===== src/rtl/port_timer_irq_if.sv =====
// Processor port bus as seen by the timer: port_id, strobes, write/read data,
// interrupt request and acknowledge.
interface port_timer_irq_if;
   logic [7:0] address;
   logic [7:0] value_in;
   logic [7:0] value_out;
   logic       wen;
   logic       ren;
   logic       iak;
   logic       irq;

   modport master (
      output address, value_in, wen, ren, iak,
      input  value_out, irq
   );

   modport slave (
      input  address, value_in, wen, ren, iak,
      output value_out, irq
   );
endinterface


===== src/rtl/port_timer_irq.sv =====
// Port-mapped prescaled down-counting timer with a latched, acknowledgeable
// interrupt. Registers: CTRL, RELOAD, PRESC, STATUS at BASE..BASE+3.
module port_timer_irq #(
   parameter logic [7:0] BASE    = 8'h10,
   parameter int         PRESC_W = 8
) (
   input  logic            clk,
   input  logic            rst,
   port_timer_irq_if.slave bus
);

   logic [7:0]         offset;
   logic               hit;
   logic               wr_ctrl, wr_reload, wr_presc, wr_status;
   logic               en, ie, oneshot;
   logic [7:0]         reload;
   logic [PRESC_W-1:0] presc;
   logic [PRESC_W-1:0] presc_cnt;
   logic [7:0]         count;
   logic               pend, ovr;
   logic               irq_q;
   logic [7:0]         rd_data;
   logic [7:0]         value_out_q;
   logic               tick, expire, start, pend_clr, ovr_clr;
   logic               unused_ren;

   assign offset     = bus.address - BASE;
   assign hit        = (offset[7:2] == 6'd0);
   assign wr_ctrl    = bus.wen & hit & (offset[1:0] == 2'd0);
   assign wr_reload  = bus.wen & hit & (offset[1:0] == 2'd1);
   assign wr_presc   = bus.wen & hit & (offset[1:0] == 2'd2);
   assign wr_status  = bus.wen & hit & (offset[1:0] == 2'd3);
   assign unused_ren = bus.ren;

   assign tick     = en & (presc_cnt == presc);
   assign expire   = tick & (count == 8'd0);
   assign start    = wr_ctrl & bus.value_in[0] & ~en;
   assign pend_clr = bus.iak | (wr_status & bus.value_in[0]);
   assign ovr_clr  = wr_status & bus.value_in[1];

   // A CTRL write on the one-shot expiry edge overrides the automatic EN clear.
   always_ff @(posedge clk or posedge rst) begin
      if (rst) begin
         en      <= 1'b0;
         ie      <= 1'b0;
         oneshot <= 1'b0;
         reload  <= 8'hFF;
         presc   <= '0;
      end else begin
         if (expire && oneshot)
            en <= 1'b0;
         if (wr_ctrl) begin
            en      <= bus.value_in[0];
            ie      <= bus.value_in[1];
            oneshot <= bus.value_in[2];
         end
         if (wr_reload)
            reload <= bus.value_in;
         if (wr_presc)
            presc <= PRESC_W'(bus.value_in);
      end
   end

   always_ff @(posedge clk or posedge rst) begin
      if (rst) begin
         count     <= 8'hFF;
         presc_cnt <= '0;
      end else if (start) begin
         count     <= reload;
         presc_cnt <= '0;
      end else if (en) begin
         if (tick) begin
            presc_cnt <= '0;
            count     <= (count == 8'd0) ? reload : count - 8'd1;
         end else begin
            presc_cnt <= presc_cnt + 1'b1;
         end
      end
   end

   // Expiry beats a coincident clear; such an expiry also leaves OVR alone.
   always_ff @(posedge clk or posedge rst) begin
      if (rst) begin
         pend  <= 1'b0;
         ovr   <= 1'b0;
         irq_q <= 1'b0;
      end else begin
         if (expire)
            pend <= 1'b1;
         else if (pend_clr)
            pend <= 1'b0;
         if (expire && pend && !pend_clr)
            ovr <= 1'b1;
         else if (ovr_clr)
            ovr <= 1'b0;
         irq_q <= pend & ie;
      end
   end

   always_comb begin
      rd_data = 8'h00;
      if (hit) begin
         case (offset[1:0])
            2'd0:    rd_data = {5'd0, oneshot, ie, en};
            2'd1:    rd_data = reload;
            2'd2:    rd_data = 8'(presc);
            default: rd_data = {6'd0, ovr, pend};
         endcase
      end
   end

   always_ff @(posedge clk or posedge rst) begin
      if (rst)
         value_out_q <= 8'h00;
      else
         value_out_q <= rd_data;
   end

   assign bus.value_out = value_out_q;
   assign bus.irq       = irq_q;

endmodule

===== src/flat_wrapper.sv =====
// flat-port wrapper written by rule: the top's interface ports become plain ports
module port_timer_irq_flat 
#(
   parameter logic [7:0] BASE    = 8'h10,
   parameter int         PRESC_W = 8
)
  (clk, rst, bus_address, bus_value_in, bus_wen, bus_ren, bus_iak, bus_value_out, bus_irq);
  port_timer_irq_if bus_i ();
  input  logic clk;
  input  logic rst;
  input wire logic [$bits(bus_i.address)-1:0] bus_address;
  input wire logic [$bits(bus_i.value_in)-1:0] bus_value_in;
  input wire logic [$bits(bus_i.wen)-1:0] bus_wen;
  input wire logic [$bits(bus_i.ren)-1:0] bus_ren;
  input wire logic [$bits(bus_i.iak)-1:0] bus_iak;
  output wire logic [$bits(bus_i.value_out)-1:0] bus_value_out;
  output wire logic [$bits(bus_i.irq)-1:0] bus_irq;
  assign bus_i.address = bus_address;
  assign bus_i.value_in = bus_value_in;
  assign bus_i.wen = bus_wen;
  assign bus_i.ren = bus_ren;
  assign bus_i.iak = bus_iak;
  assign bus_value_out = bus_i.value_out;
  assign bus_irq = bus_i.irq;
  port_timer_irq #(.BASE(BASE), .PRESC_W(PRESC_W)) u_core (.clk(clk), .rst(rst), .bus(bus_i));
endmodule

===== config.mk =====
export PLATFORM = sky130hd
export DESIGN_NAME = port_timer_irq_flat
export DESIGN_NICKNAME = d
export VERILOG_FILES = /design/src/rtl/port_timer_irq_if.sv /design/src/rtl/port_timer_irq.sv /design/src/flat_wrapper.sv
export SDC_FILE = /design/constraint.sdc
export NUM_CORES = 1
export LEC_CHECK = 0
export CORE_ASPECT_RATIO = 1.4
export CORE_UTILIZATION = 45
export DETAILED_ROUTE_END_ITERATION = 6
export GPL_ROUTABILITY_DRIVEN = 0
export GPL_TIMING_DRIVEN = 1
export PLACE_DENSITY = 0.73
export SETUP_SLACK_MARGIN = 0.15
export SLEW_MARGIN = 0
export SYNTH_ARGS = -nofsm -noshare
export SYNTH_HDL_FRONTEND = slang
export SYNTH_SLANG_ARGS = --single-unit

===== constraint.sdc =====
create_clock -name clk -period 2.85 [get_ports clk]
set_input_delay 0.285 -clock clk [delete_from_list [all_inputs] [get_ports clk]]
set_output_delay 0.285 -clock clk [all_outputs]
set_load 0.01 [all_outputs]

==> results of run 1 <==
## cells in the final DEF (no fill, tap or decap), types with 2 or more instances in the layout
master           count
a21oi_1              4
a22oi_1              6
a31oi_1              2
a41oi_1              2
and2_1               2
buf_4                6
clkbuf_8             5
clkdlybuf4s50_1     28
dfrtp_1             30
dfstp_2             16
ha_1                 3
inv_1                3
mux2_2              19
mux2i_1              2
mux4_2               2
nand2_1              9
nand2b_1             2
nand3_1              5
nand4_1              2
nor2_1              27
nor2b_1              4
nor3_1               5
nor4_1               5
o211a_1              2
o21a_1               2
o21ai_0              3
o2bb2ai_1            2
or3b_2               2
xnor2_1              5
xor2_1               9
## final cells by class
type	instances	area share, %
sequential	46	42.0
multi-input combinational	149	39.6
timing repair buffer	34	11.7
tap	64	2.87
clock buffer	5	2.47
clock inverter	3	0.897
inverter	4	0.538
## layer usage
layer  global-route usage [%]  vias up
met1                     24.1      850
met3                     4.19        7
met2                     35.6       28
met4                     8.25        0
met5                        0        -
li1                         -      822
## Yosys cell counts (all sizes together) (2+ instances only)
master / n / area share [%]
a31oi: 2 / 0.54
o21ai: 4 / 0.86
dfstp: 16 / 18
or3: 2 / 0.59
nor3b: 2 / 1.1
a22oi: 6 / 1.9
nor4: 5 / 1.3
o211a: 2 / 0.86
o21a: 2 / 0.64
nor3: 5 / 1.1
nand2: 10 / 1.7
clkbuf: 5 / 0.81
xor2: 9 / 3.4
o2bb2ai: 2 / 0.75
nand2b: 2 / 0.54
a21oi: 4 / 0.86
dfrtp: 30 / 32
nor2: 27 / 4.3
ha: 3 / 1.6
nand3: 5 / 1.1
buf: 4 / 0.97
nand4: 2 / 0.54
nor2b: 4 / 1.1
xnor2: 5 / 1.9
a41oi: 2 / 0.75
inv: 4 / 0.64
mux2i: 2 / 0.86
mux4: 2 / 1.9
mux2: 19 / 9.2
or3b: 3 / 1.2
and2: 2 / 0.54
## logic make-up after synthesis
logic type	after synthesis	synth area share, %
compound gates	35	11.5
xor+xnor	14	5.26
fa+ha+maj	3	1.61
buf+inv	13	2.42
flops	46	50.2
mux	23	12.0
simple gates	74	17.0
## metrics by stage
stage | total power, W | hold slack [ns] | std cells
after floorplan | 0.00106 | 0.435 | 208
after global placement | 0.00117 | 0.474 | 297
after detailed placement | 0.00118 | 0.484 | 297
after CTS | 0.00159 | 0.507 | 305
after global routing | 0.00168 | 0.531 | 305
final | 0.00158 | 0.497 | 305
## sequential cells by signal, summed over array words and instances (netlist names)
name	count
u_core.bus.irq	1
u_core.bus.value_out	8
u_core.count	8
u_core.en	1
u_core.ie	1
u_core.oneshot	1
u_core.ovr	1
u_core.pend	1
u_core.presc	8
u_core.presc_cnt	8
u_core.reload	8
## worst max-delay path, stage by stage
cell	delay [ns]
clkdlybuf4s50_1	0.40
or4b_4	0.57
or4_1	0.65
or3b_4	0.46
nand2_2	0.13
nor2_1	0.07
## where the power goes
| group | internal, W | switching, W | total, W | leakage (nW) |
|---|---|---|---|---|
| logic | 0.000171 | 0.000179 | 0.000349 | 0.587 |
| clock network | 0.000177 | 0.000233 | 0.000410 | 0.0447 |
| registers | 0.000741 | 0.0000794 | 0.000820 | 0.579 |
## worst paths after layout
kind                                            startpoint                               to  slack (ns)
max in group asynchronous                              rst         u_core.bus.irq$_DFF_PP0_        1.77
hold reg to reg                     u_core.ovr$_DFFE_PP0P_           u_core.ovr$_DFFE_PP0P_        0.51
setup reg to reg           u_core.presc_cnt[5]$_DFFE_PP0P_      u_core.count[3]$_DFFE_PP1P_        0.78
setup / recovery                            bus_address[3]  u_core.presc_cnt[6]$_DFFE_PP0P_        0.46
min in group clk                    u_core.ovr$_DFFE_PP0P_           u_core.ovr$_DFFE_PP0P_        0.51
hold / removal                                         rst  u_core.presc_cnt[2]$_DFFE_PP0P_        0.50
==> metrics.cfg, run 1 <==
[outcome]
status=complete, no violations

[layout]
final_core_util_pct=56.7
fin_area_mm2=0.00279
num_antenna_cells=0
areaGrowthSynthToFinish_pct=19.6
ff_latch_area_mm2=0.00117
multi_input_area_mm2=0.00110
nets=264
nFillCells=430
drive_gt1_share_pct=25.3

[place]
dp_hpwl_mm=3.84
port-buffer-count=28
dpl-instance-area_mm2=0.00270
post-place-ws_ns=0.155

[cts]
cts_max_level=2
cts_resized=0
cts_tree=done
ctsHoldBuffers=0
cts.sinks=46
cts_buffers=5
clk_pin_slew_ns=0.09
clockBufferDepth=2
post_cts_buffers=0
clock-root-buffer=clkbuf_8
clock_latency_ns=0.31

[synthesis]
synthCells=208
ys.flop_type=dfrtp_1
synth_edf_count=0
synth_area_per_cell_um2=11.2
async_flop_share_pct=100
synth_area_mm2=0.00233
ys_ff_latch=46
synth_seq_area_share_pct=50.2
synth_fp_nets=232
yosysWarnings=0
synth_cell_types=53

[flow_run]
cap_violations=0

[drt]
post_drt_wl_per_cell_um=16.5
top_layer_used=met4
drc=0
routed_via_density=5.60
wl_met1_mm=2.05
route.met3.wl_um=128
vias=1707
drt_first_pass_iters=4
drt_wl_total_mm=5.02
drt_iter0_drc=65
postRouteAntennaNets=0
wl_met2_mm=2.73

[global_route]
grtUsageTotal_pct=20.3
grt_overflow_total=0
grt_pass1_vias=1738
antenna_found_initial=0
grt_pass1_wl_mm=8.34
grt_max_degree=47

[min_path]
hold_class=in -> async

[timing]
drv_slew=0
fin_crit_sh_pct=83.7
setup-tns-final_ns=0
maxSlewHeadroom_pct=38.3
tightestPinTransition_ns=0.923
finClkSkew_ns=0.0122
hold_viol=0
setup_viol=0
layout_min_cycle_time_ns=2.39
grt_setup_unrepaired=no
layout_setup_ws_ns=0.465
fmax_mhz=419

[die]
rows=30
die_h_um=87.2
fp.coreArea_mm2=0.00492
die_w_um=62.8
die_area_mm2=0.00548
start_util_pct=47.4
ioPinCount=30

[setup_path]
setup.worst_path.class=in -> reg
arrival_ns=2.58
cp_max_fo=5
worstPathRequired_ns=3.04
r2r_cells=5
endpoint_kind=flop
startpoint_type=input port

[power]
power-per-cell-area_mw_per_mm2=566
p_leak_nw=1.21
ir_drop_mv=0.463

(Power assumes the default switching activity.)
==> run 2, diff against run 1 <==
==> constraint.sdc (replaced) <==
create_clock -name clk -period 2.2 [get_ports clk]
set_input_delay 0.22 -clock clk [delete_from_list [all_inputs] [get_ports clk]]
set_output_delay 0.22 -clock clk [all_outputs]
set_load 0.01 [all_outputs]
==> run 2 against run 1 <==
Against the previous run: cell count grew 5.9%; wire length grew 6.8%; setup slack lost 0.19 ns; highest routed layer unchanged.
==> metrics.cfg, run 2 (synthesized netlist as in run 1, its figures left out) <==
[drt]
vias=1821  ; was 1,707
postRouteAntennaNets=0  ; unchanged
drt_iter0_drc=92  ; was 65
post_drt_wl_per_cell_um=16.6  ; was 16.5 um
routed_via_density=5.64  ; was 5.60
drc=0  ; unchanged
drt_wl_total_mm=5.36  ; was 5.02 mm
drt_first_pass_iters=4  ; unchanged

[timing]
fin_crit_sh_pct=87.4
maxSlewHeadroom_pct=60.2  ; was 38.3%
layout_setup_ws_ns=0.277  ; was 0.465 ns
finClkSkew_ns=0.0116  ; was 0.0122 ns
hold_viol=0  ; unchanged
fmax_mhz=520
grt_setup_unrepaired=no  ; unchanged
tightestPinTransition_ns=0.597  ; was 0.923 ns
drv_slew=0  ; unchanged
layout_min_cycle_time_ns=1.92
setup_viol=0  ; unchanged
setup-tns-final_ns=0  ; unchanged

[cts]
clockBufferDepth=2  ; unchanged
clk_pin_slew_ns=0.10  ; was 0.09 ns
cts.sinks=46  ; unchanged
cts_tree=done  ; unchanged
ctsHoldBuffers=0  ; unchanged
clock_latency_ns=0.31  ; about the same
cts_max_level=2  ; unchanged
clock-root-buffer=clkbuf_8  ; unchanged
cts_buffers=5  ; unchanged

[setup_path]
cp_slowest_stage_delay_ns=0.46  ; was 0.65 ns
setup.worst_path.class=in -> reg  ; unchanged
worstPathRequired_ns=2.42  ; was 3.04 ns
startpoint_type=input port  ; unchanged
path_cells=clkdlybuf4s50_1 -> or3b_4 -> or4_4 -> or3b_4 -> a21oi_2 -> a311oi_1  ; was clkdlybuf4s50_1 -> or4b_4 -> or4_1 -> or3b_4 -> nand2_2 -> nor2_1
cp_slowest_cell=or4_4  ; was or4_1
r2r_cells=6  ; was 5
endpoint_kind=flop  ; unchanged
crit_top_cell=or3b_4
worst-path-buf-inv=1  ; unchanged
cp_max_fo=3  ; was 5
arrival_ns=2.15  ; was 2.58 ns
critical-path-top-delay-family=simple AND/OR/NAND/NOR gates  ; unchanged
crit_cells=6  ; unchanged

[place]
dpl-instance-area_mm2=0.00283  ; was 0.00270 mm^2
port-buffer-count=28  ; unchanged
post-place-ws_ns=-0.306  ; was 0.155 ns
dp_hpwl_mm=4.16  ; was 3.84 mm

[die]
start_util_pct=47.4  ; unchanged
fp.coreArea_mm2=0.00492  ; unchanged
rows=30  ; unchanged
die_w_um=62.8  ; unchanged
ioPinCount=30  ; unchanged
die_area_mm2=0.00548  ; unchanged
die_h_um=87.2  ; unchanged

[layout]
drive_gt1_share_pct=33.2  ; was 25.3%
final_common_cell=dfrtp_1  ; unchanged
fin_area_mm2=0.00297  ; was 0.00279 mm^2
nets=282  ; was 264
num_antenna_cells=0  ; unchanged
final_core_util_pct=60.3  ; was 56.7%
areaGrowthSynthToFinish_pct=27.3  ; was 19.6%
layout_common_cells=30 x dfrtp_1, 27 x nor2_1, 24 x clkdlybuf4s50_1, 24 x buf_4, 19 x mux2_2  ; was 30 x dfrtp_1, 28 x clkdlybuf4s50_1, 27 x nor2_1

[power]
power-per-cell-area_mw_per_mm2=714  ; was 566 mW/mm^2
p_leak_nw=1.34  ; was 1.21 nW
ir_drop_mv=0.459  ; was 0.463 mV
power_w=0.00212  ; was 0.00158 W

[global_route]
grtUsageTotal_pct=21.5  ; was 20.3%
grt_pass1_vias=1824  ; was 1,738
antenna_found_initial=0  ; unchanged
grt_max_degree=29  ; was 47
grt_overflow_total=0  ; unchanged
grt_pass1_wl_mm=8.89  ; was 8.34 mm

[outcome]
status=complete, no violations  ; unchanged

[flow_run]
cap_violations=0  ; unchanged

[min_path]
hold_class=in -> async  ; unchanged

==> run 2: worst register-to-register path: cells and delay by family, from the launching register on <==
| family | cells | cell delay [ns] |
|---|---|---|
| AO/OA/AOI/OAI | 2 | 0.53 |
| adder cells (fa/ha/maj) | 1 | 0.18 |
| buffers and inverters | 1 | 0.07 |
| flip-flops | 1 | 0.56 |
| AND/OR/NAND/NOR | 2 | 0.44 |
==> run 2: layer usage <==
metal	up-vias	track usage [%]	part of all wire [%]
met3	7	3.66	2.0
met5	-	0	0
li1	854	-	-
met2	37	37.1	53
met1	923	26.6	43
met4	0	9.09	1.5
==> run 2: final timing paths <==
check,start,end,slack (ns)
max,bus_wen,u_core.count[0]$_DFFE_PP1P_,0.28
min in group clk,u_core.ovr$_DFFE_PP0P_,u_core.ovr$_DFFE_PP0P_,0.50
min,rst,u_core.presc_cnt[5]$_DFFE_PP0P_,0.30
min reg2reg,u_core.ovr$_DFFE_PP0P_,u_core.ovr$_DFFE_PP0P_,0.50
max reg2reg,u_core.count[0]$_DFFE_PP1P_,u_core.count[1]$_DFFE_PP1P_,0.34
max in group asynchronous,rst,u_core.reload[4]$_DFFE_PP1P_,1.23
==> run 2: power breakdown <==
group / switching (W) / internal (W) / total [W]
combinational: 0.000251 / 0.000260 / 0.000512
sequential: 0.000105 / 0.000960 / 0.00106
clock: 0.000313 / 0.000230 / 0.000543
total: 0.000670 / 0.00145 / 0.00212
==> run 2: per-stage QoR <==
| stage | instances | hold WS (ns) |
|---|---|---|
| CTS | 323 | 0.318 |
| detailed placement | 315 | 0.483 |
| finish | 323 | 0.300 |
| floorplan | 208 | 0.370 |
| global route | 323 | 0.373 |
| global placement | 315 | 0.475 |
==> run 2: timing repair <==
action / 4_1_cts / 5_1_grt
setup buffers: 0 / 0
gates resized for setup: 6 / 7
pin swaps: 3 / 6
setup endpoints to repair: 12 / 14
==> run 2: cell type report <==
| type | instances | area, um^2 |
|---|---|---|
| clock buffers | 5 | 68.8 |
| clock inverters | 3 | 25.0 |
| fillers | 438 | 1950 |
| inverters | 4 | 15.0 |
| multi-input cells | 149 | 1140 |
| flip-flops and latches | 46 | 1170 |
| well taps | 64 | 80.1 |
| repair buffers | 52 | 470 |
==> run 3, diff against run 2 <==
--- a/config.mk
+++ b/config.mk
@@ -5,10 +5,10 @@
 export SDC_FILE = /design/constraint.sdc
 export NUM_CORES = 1
 export LEC_CHECK = 0
+export ABC_AREA = 0
 export CORE_ASPECT_RATIO = 1.4
 export CORE_UTILIZATION = 45
 export DETAILED_ROUTE_END_ITERATION = 6
-export GPL_ROUTABILITY_DRIVEN = 0
 export GPL_TIMING_DRIVEN = 1
 export PLACE_DENSITY = 0.73
 export SETUP_SLACK_MARGIN = 0.15
==> results of run 3 <==
No change in the layout: final DEF, timing and power equal those of run 2.
==> RTL change 1 (settings of run 1) <==
`PRESC_W` is set to 8 in 2 places; all go to 6.
--- a/src/rtl/port_timer_irq.sv
+++ b/src/rtl/port_timer_irq.sv
@@ -2,7 +2,7 @@
 // interrupt. Registers: CTRL, RELOAD, PRESC, STATUS at BASE..BASE+3.
 module port_timer_irq #(
    parameter logic [7:0] BASE    = 8'h10,
-   parameter int         PRESC_W = 8
+   parameter int         PRESC_W = 6
 ) (
    input  logic            clk,
    input  logic            rst,
--- a/src/flat_wrapper.sv
+++ b/src/flat_wrapper.sv
@@ -2,7 +2,7 @@
 module port_timer_irq_flat 
 #(
    parameter logic [7:0] BASE    = 8'h10,
-   parameter int         PRESC_W = 8
+   parameter int         PRESC_W = 6
 )
   (clk, rst, bus_address, bus_value_in, bus_wen, bus_ren, bus_iak, bus_value_out, bus_irq);
   port_timer_irq_if bus_i ();
Function: changed (Yosys sat finds a counterexample within 4 cycles, from zero or initial values and one cycle with rst high).
==> RTL change 1 against run 1 <==
  * Highest routed layer unchanged
  * Area after synthesis fell by 11%
  * Critical endpoint is now u_core.count[5]$_DFFE_PP1P_
  * Setup slack gained 0.38 ns
  * Sequential cell count down 4
  * Combinational power is 28% lower
  * Clock skew is 0.0052 ns lower
  * Wire length fell by 13%
  * Largest power group unchanged
  * Sequential share of layout area shrank 0.30 points
  * Critical path type is now flop to flop
  * Final area shrank 7.9%
  * Sequential power down 11%
  * Total power is 0.77% lower
==> RTL change 1: results (changes against run 1) <==
Status
  • Outcome: complete, no violations

Global routing
  • First-pass GRT wire length: 7420 µm (-11%)
  • Largest net degree at the start of global routing: 43 (-8.5%)
  • M3 GR Usage: 0.0436 (+0.00173)
  • Total track usage: 0.205 (+0.00284)
  • GR Layer Usage met2: 0.346 (-0.00966)
  • Vias in the first global route: 1573 (-9.5%)
  • GR Util met1: 0.248 (+0.00645)
  • Antenna violations before repair: 0 (unchanged)

Clock tree
  • Cts bufs inserted: 5 (unchanged)
  • Maximum root-to-sink buffer count: 2 (unchanged)
  • Buffer count from post-CTS setup fixing: 0 (unchanged)
  • Root Buffer: clkbuf_8
  • Clock slew at reported path FFs: 0.08 ns
  • H-tree levels: 2 (unchanged)
  • Post-cts sizing count: 0 (unchanged)
  • Clock latency on the worst-skew pair: 0.30 ns

Synth
  • Seq/Total Area, Yosys: 0.514 (+0.0117)
  • Count leader, synth: dfrtp_1
  • Distinct cell type count after synthesis: 43 (-19%)
  • Yosys warns: 0 (unchanged)
  • Most instantiated cells after synthesis: dfrtp_1 (26), nor2_1 (19), dfstp_2 (16), mux2_2 (16), nand2_1 (15)
  • Synth top area cells: dfrtp_1 (31%), dfstp_2 (20%), mux2_2 (8.6%)
  • Fraction of registers with async set/reset: 1.00 (unchanged)
  • Mapped Nets: 213 (-8.2%)

Pwr
  • VDD IR max: 0.344 mV (-26%)
  • Static Leak: 1.10 nW (-8.8%)
  • Switching share of power: 0.257 (-0.0536)

Routing
  • Initial DRC Count: 60 (-7.7%)
  • Vias: 1548 (-9.3%)
  • Pre-antenna DRT Iters: 4 (unchanged)
  • Final WL: 4380 µm (-13%)

Place
  • Place WS: 0.574 ns (+0.419 ns)
  • IO Port Bufs: 28 (unchanged)
  • DP HPWL: 3130 µm (-19%)

Final layout
  • Fillcell total: 404 (-6.0%)
  • Layout Nets: 244 (-7.6%)
  • ANT cells: 0 (unchanged)
  • Ratio of cells with drive above 1 in the final layout: 0.217 (-0.0359)

Critical path
  • Critical Path AT: 2.24 ns (-0.34 ns)
  • Critical Path Fanout Max: 12 (+7)
  • R2R depth: 5 (unchanged)

Timing
  • Clock Skew: 0.00699 ns (-0.00521 ns)
  • Slew headroom: 0.438 (+0.0549)

Worst hold path
  • Hold WC Path Type: input port to async pin
[RTL change 1: cell type report]
cell class,instances,share of cell area
clock buffers,6,0.0321
multi-input cells,133,0.369
well taps,60,0.0292
inverters,6,0.00877
clock inverters,2,0.0234
repair buffers,32,0.121
flip-flops and latches,42,0.417
[RTL change 1: cell families (layout without fill, tap and decap cells)]
group,after synthesis,after routing,share of synthesized area
AND/OR/NAND/NOR,69,69,0.169
flip-flops,42,42,0.514
AO/OA/AOI/OAI,32,32,0.113
multiplexers,19,19,0.113
buffers and inverters,14,46,0.0312
XOR/XNOR,10,10,0.0420
adder cells (fa/ha/maj),3,3,0.0180
[RTL change 1: per-layer routing]
layer / vias to the layer above / routed length, µm
li1: 747 / -
met3: 8 / 157
met4: 0 / 86
met5: - / 0
met2: 35 / 2290
met1: 758 / 1840
[RTL change 1: path summary, 6_finish.rpt]
kind	from	to	slack (ns)
worst max-delay path	u_core.presc_cnt[3]$_DFFE_PP0P_	u_core.count[5]$_DFFE_PP1P_	0.84
max in group asynchronous	rst	u_core.reload[1]$_DFFE_PP1P_	2.06
worst min-delay path	rst	u_core.bus.value_out[6]$_DFF_PP0_	0.40
worst min register to register	u_core.reload[6]$_DFFE_PP1P_	u_core.bus.value_out[6]$_DFF_PP0_	0.49
worst max register to register	u_core.presc_cnt[3]$_DFFE_PP0P_	u_core.count[5]$_DFFE_PP1P_	0.84
min in group clk	u_core.reload[6]$_DFFE_PP1P_	u_core.bus.value_out[6]$_DFF_PP0_	0.49
[RTL change 1: power groups by stage]
stage | clock network [mW] | registers (mW) | logic, mW
global route | 0.616 | 0.738 | 0.287
detailed placement | 0 | 0.738 | 0.250
global placement | 0 | 0.736 | 0.243
CTS | 0.592 | 0.727 | 0.252
finish | 0.586 | 0.729 | 0.252
floorplan | 0 | 0.720 | 0.183
[RTL change 1: critical path, cell delays in order, from the launching register on]
cell	delay, ns
dfrtp_1	0.44
xnor2_1	0.18
nand4_1	0.13
nor2_1	0.67
a31oi_1	0.21
a221o_1	0.31
[RTL change 1: per-stage QoR]
| step | total power, mW | hold slack, ns | cell area [µm²] | std cells | utilization |
|---|---|---|---|---|---|
| floorplan | 0.903 | 0.435 | 2080 | 189 | - |
| global placement | 0.978 | 0.475 | 2430 | 273 | 0.558 |
| detailed placement | 0.988 | 0.484 | 2430 | 273 | 0.558 |
| CTS | 1.57 | 0.428 | 2570 | 281 | 0.591 |
| global route | 1.64 | 0.485 | 2570 | 281 | 0.591 |
| finish | 1.57 | 0.401 | 2570 | 281 | 0.591 |
==> RTL change 2 (flow settings as in run 1) <==
Made on the original files. Make the reset (`rst`) synchronous in 4 clocked blocks.
--- a/src/rtl/port_timer_irq.sv
+++ b/src/rtl/port_timer_irq.sv
@@ -39,7 +39,7 @@
    assign ovr_clr  = wr_status & bus.value_in[1];
 
    // A CTRL write on the one-shot expiry edge overrides the automatic EN clear.
-   always_ff @(posedge clk or posedge rst) begin
+   always_ff @(posedge clk) begin
       if (rst) begin
          en      <= 1'b0;
          ie      <= 1'b0;
@@ -61,7 +61,7 @@
       end
    end
 
-   always_ff @(posedge clk or posedge rst) begin
+   always_ff @(posedge clk) begin
       if (rst) begin
          count     <= 8'hFF;
          presc_cnt <= '0;
@@ -79,7 +79,7 @@
    end
 
    // Expiry beats a coincident clear; such an expiry also leaves OVR alone.
-   always_ff @(posedge clk or posedge rst) begin
+   always_ff @(posedge clk) begin
       if (rst) begin
          pend  <= 1'b0;
          ovr   <= 1'b0;
@@ -109,7 +109,7 @@
       end
    end
 
-   always_ff @(posedge clk or posedge rst) begin
+   always_ff @(posedge clk) begin
       if (rst)
          value_out_q <= 8'h00;
       else
Check against the original RTL: differs if rst is asserted again (counterexample within 4 cycles, from zero or initial values and one cycle with rst high); with rst held inactive, the same outputs for 4 cycles.
==> RTL change 2 against run 1 <==
  * Area after synthesis fell by 2.9%
  * Setup slack gained 0.36 ns
  * Global-route usage up 2.8 points
  * Sequential cell count stayed put
  * Count of clock-buffer cells in the layout unchanged
  * Final area is 2.9% lower
  * Wire length increased by 10%
  * Largest cell class is now multi-input gates
Power is not compared: it rests on default switching activity, and its combinational part moved more than twofold at a synthesized area within 25%.
==> RTL change 2: results (changes against run 1) <==
Status
  • Outcome: complete, no violations

Synth
  • Seq/Total Area, Yosys: 0.407 (-0.0956)
  • Compound-Gate Fraction of Synth Area: 0.151 (+0.0366)
  • Adder-Cell Fraction of Synth Area: 0.0166 (+0.000481)
  • Fraction of registers with async set/reset: 0 (-1.00)
  • Most instantiated cells after synthesis: dfxtp_1 (46), nand3_1 (36), nand2_1 (28), a21oi_1 (26), nor2_1 (25)
  • Synth Area in XOR/XNOR: 0.0542 (+0.00157)

Place
  • DP HPWL: 4120 µm (+7.4%)

Global routing
  • First-pass GRT wire length: 9040 µm (+8.4%)
  • Total track usage: 0.230 (+0.0279)
  • Vias in the first global route: 1862 (+7.1%)

Critical path
  • R2R Setup Slk: 0.98 ns (+0.20 ns)
  • Crit-path slowest cell: nor3b_1
  • R2R depth: 7 (+2)
  • Slowest cell delay on critical path: 0.49 ns (-0.16 ns)
  • Worst setup path end: u_core.count[4]$_SDFFE_PP1P_
  • CP startpoint: bus_address[6]
  • Critical Path Fanout Max: 15 (+10)

Final layout
  • Layout Nets: 321 (+22%)
  • Layout clock area frac: 0.0416 (+0.00794)
  • Signal inverters: 3 (-1)
  • Fillcell total: 458 (+6.5%)
  • Seq. cell area: 921 µm² (-21%)
  • Finished Layout Cells: 362 (+19%)
  • Non-Clock Buffer Count: 35 (+2.9%)
  • #MultiIn Comb: 206 (+38%)

Routing
  • Vias per cell: 5.62 (+0.44%)
  • Wire per inst: 15.3 µm (-7.1%)

Worst hold path
  • Hold WC Path Type: flop to flop

Timing
  • Slew headroom: 0.626 (+0.243)
  • Clock Skew: 0.00436 ns (-0.00784 ns)
[RTL change 2: routing by layer]
layer  up-vias  track usage  routed length [µm]
met4         0        0.115                 188
met1       953        0.299                2340
met2        47        0.357                2790
met5         -            0                   0
met3        13       0.0422                 213
li1       1022            -                   -
[RTL change 2: per-stage QoR]
stage	area [µm²]	worst slack (ns)
final	2710	0.820
after global routing	2710	0.673
after CTS	2710	0.830
after detailed placement	2590	0.502
after global placement	2590	0.537
after floorplan	2260	1.17
[RTL change 2: power groups by stage]
stage / clock network (mW) / registers, mW / logic [mW]
4_1_cts: 0.503 / 0.647 / 0.0800
6_report: 0.495 / 0.647 / 0.0803
5_1_grt: 0.532 / 0.648 / 0.0858
3_5_place_dp: 0 / 0.662 / 0.0796
3_3_place_gp: 0 / 0.662 / 0.0787
2_1_floorplan: 0 / 0.661 / 0.0365
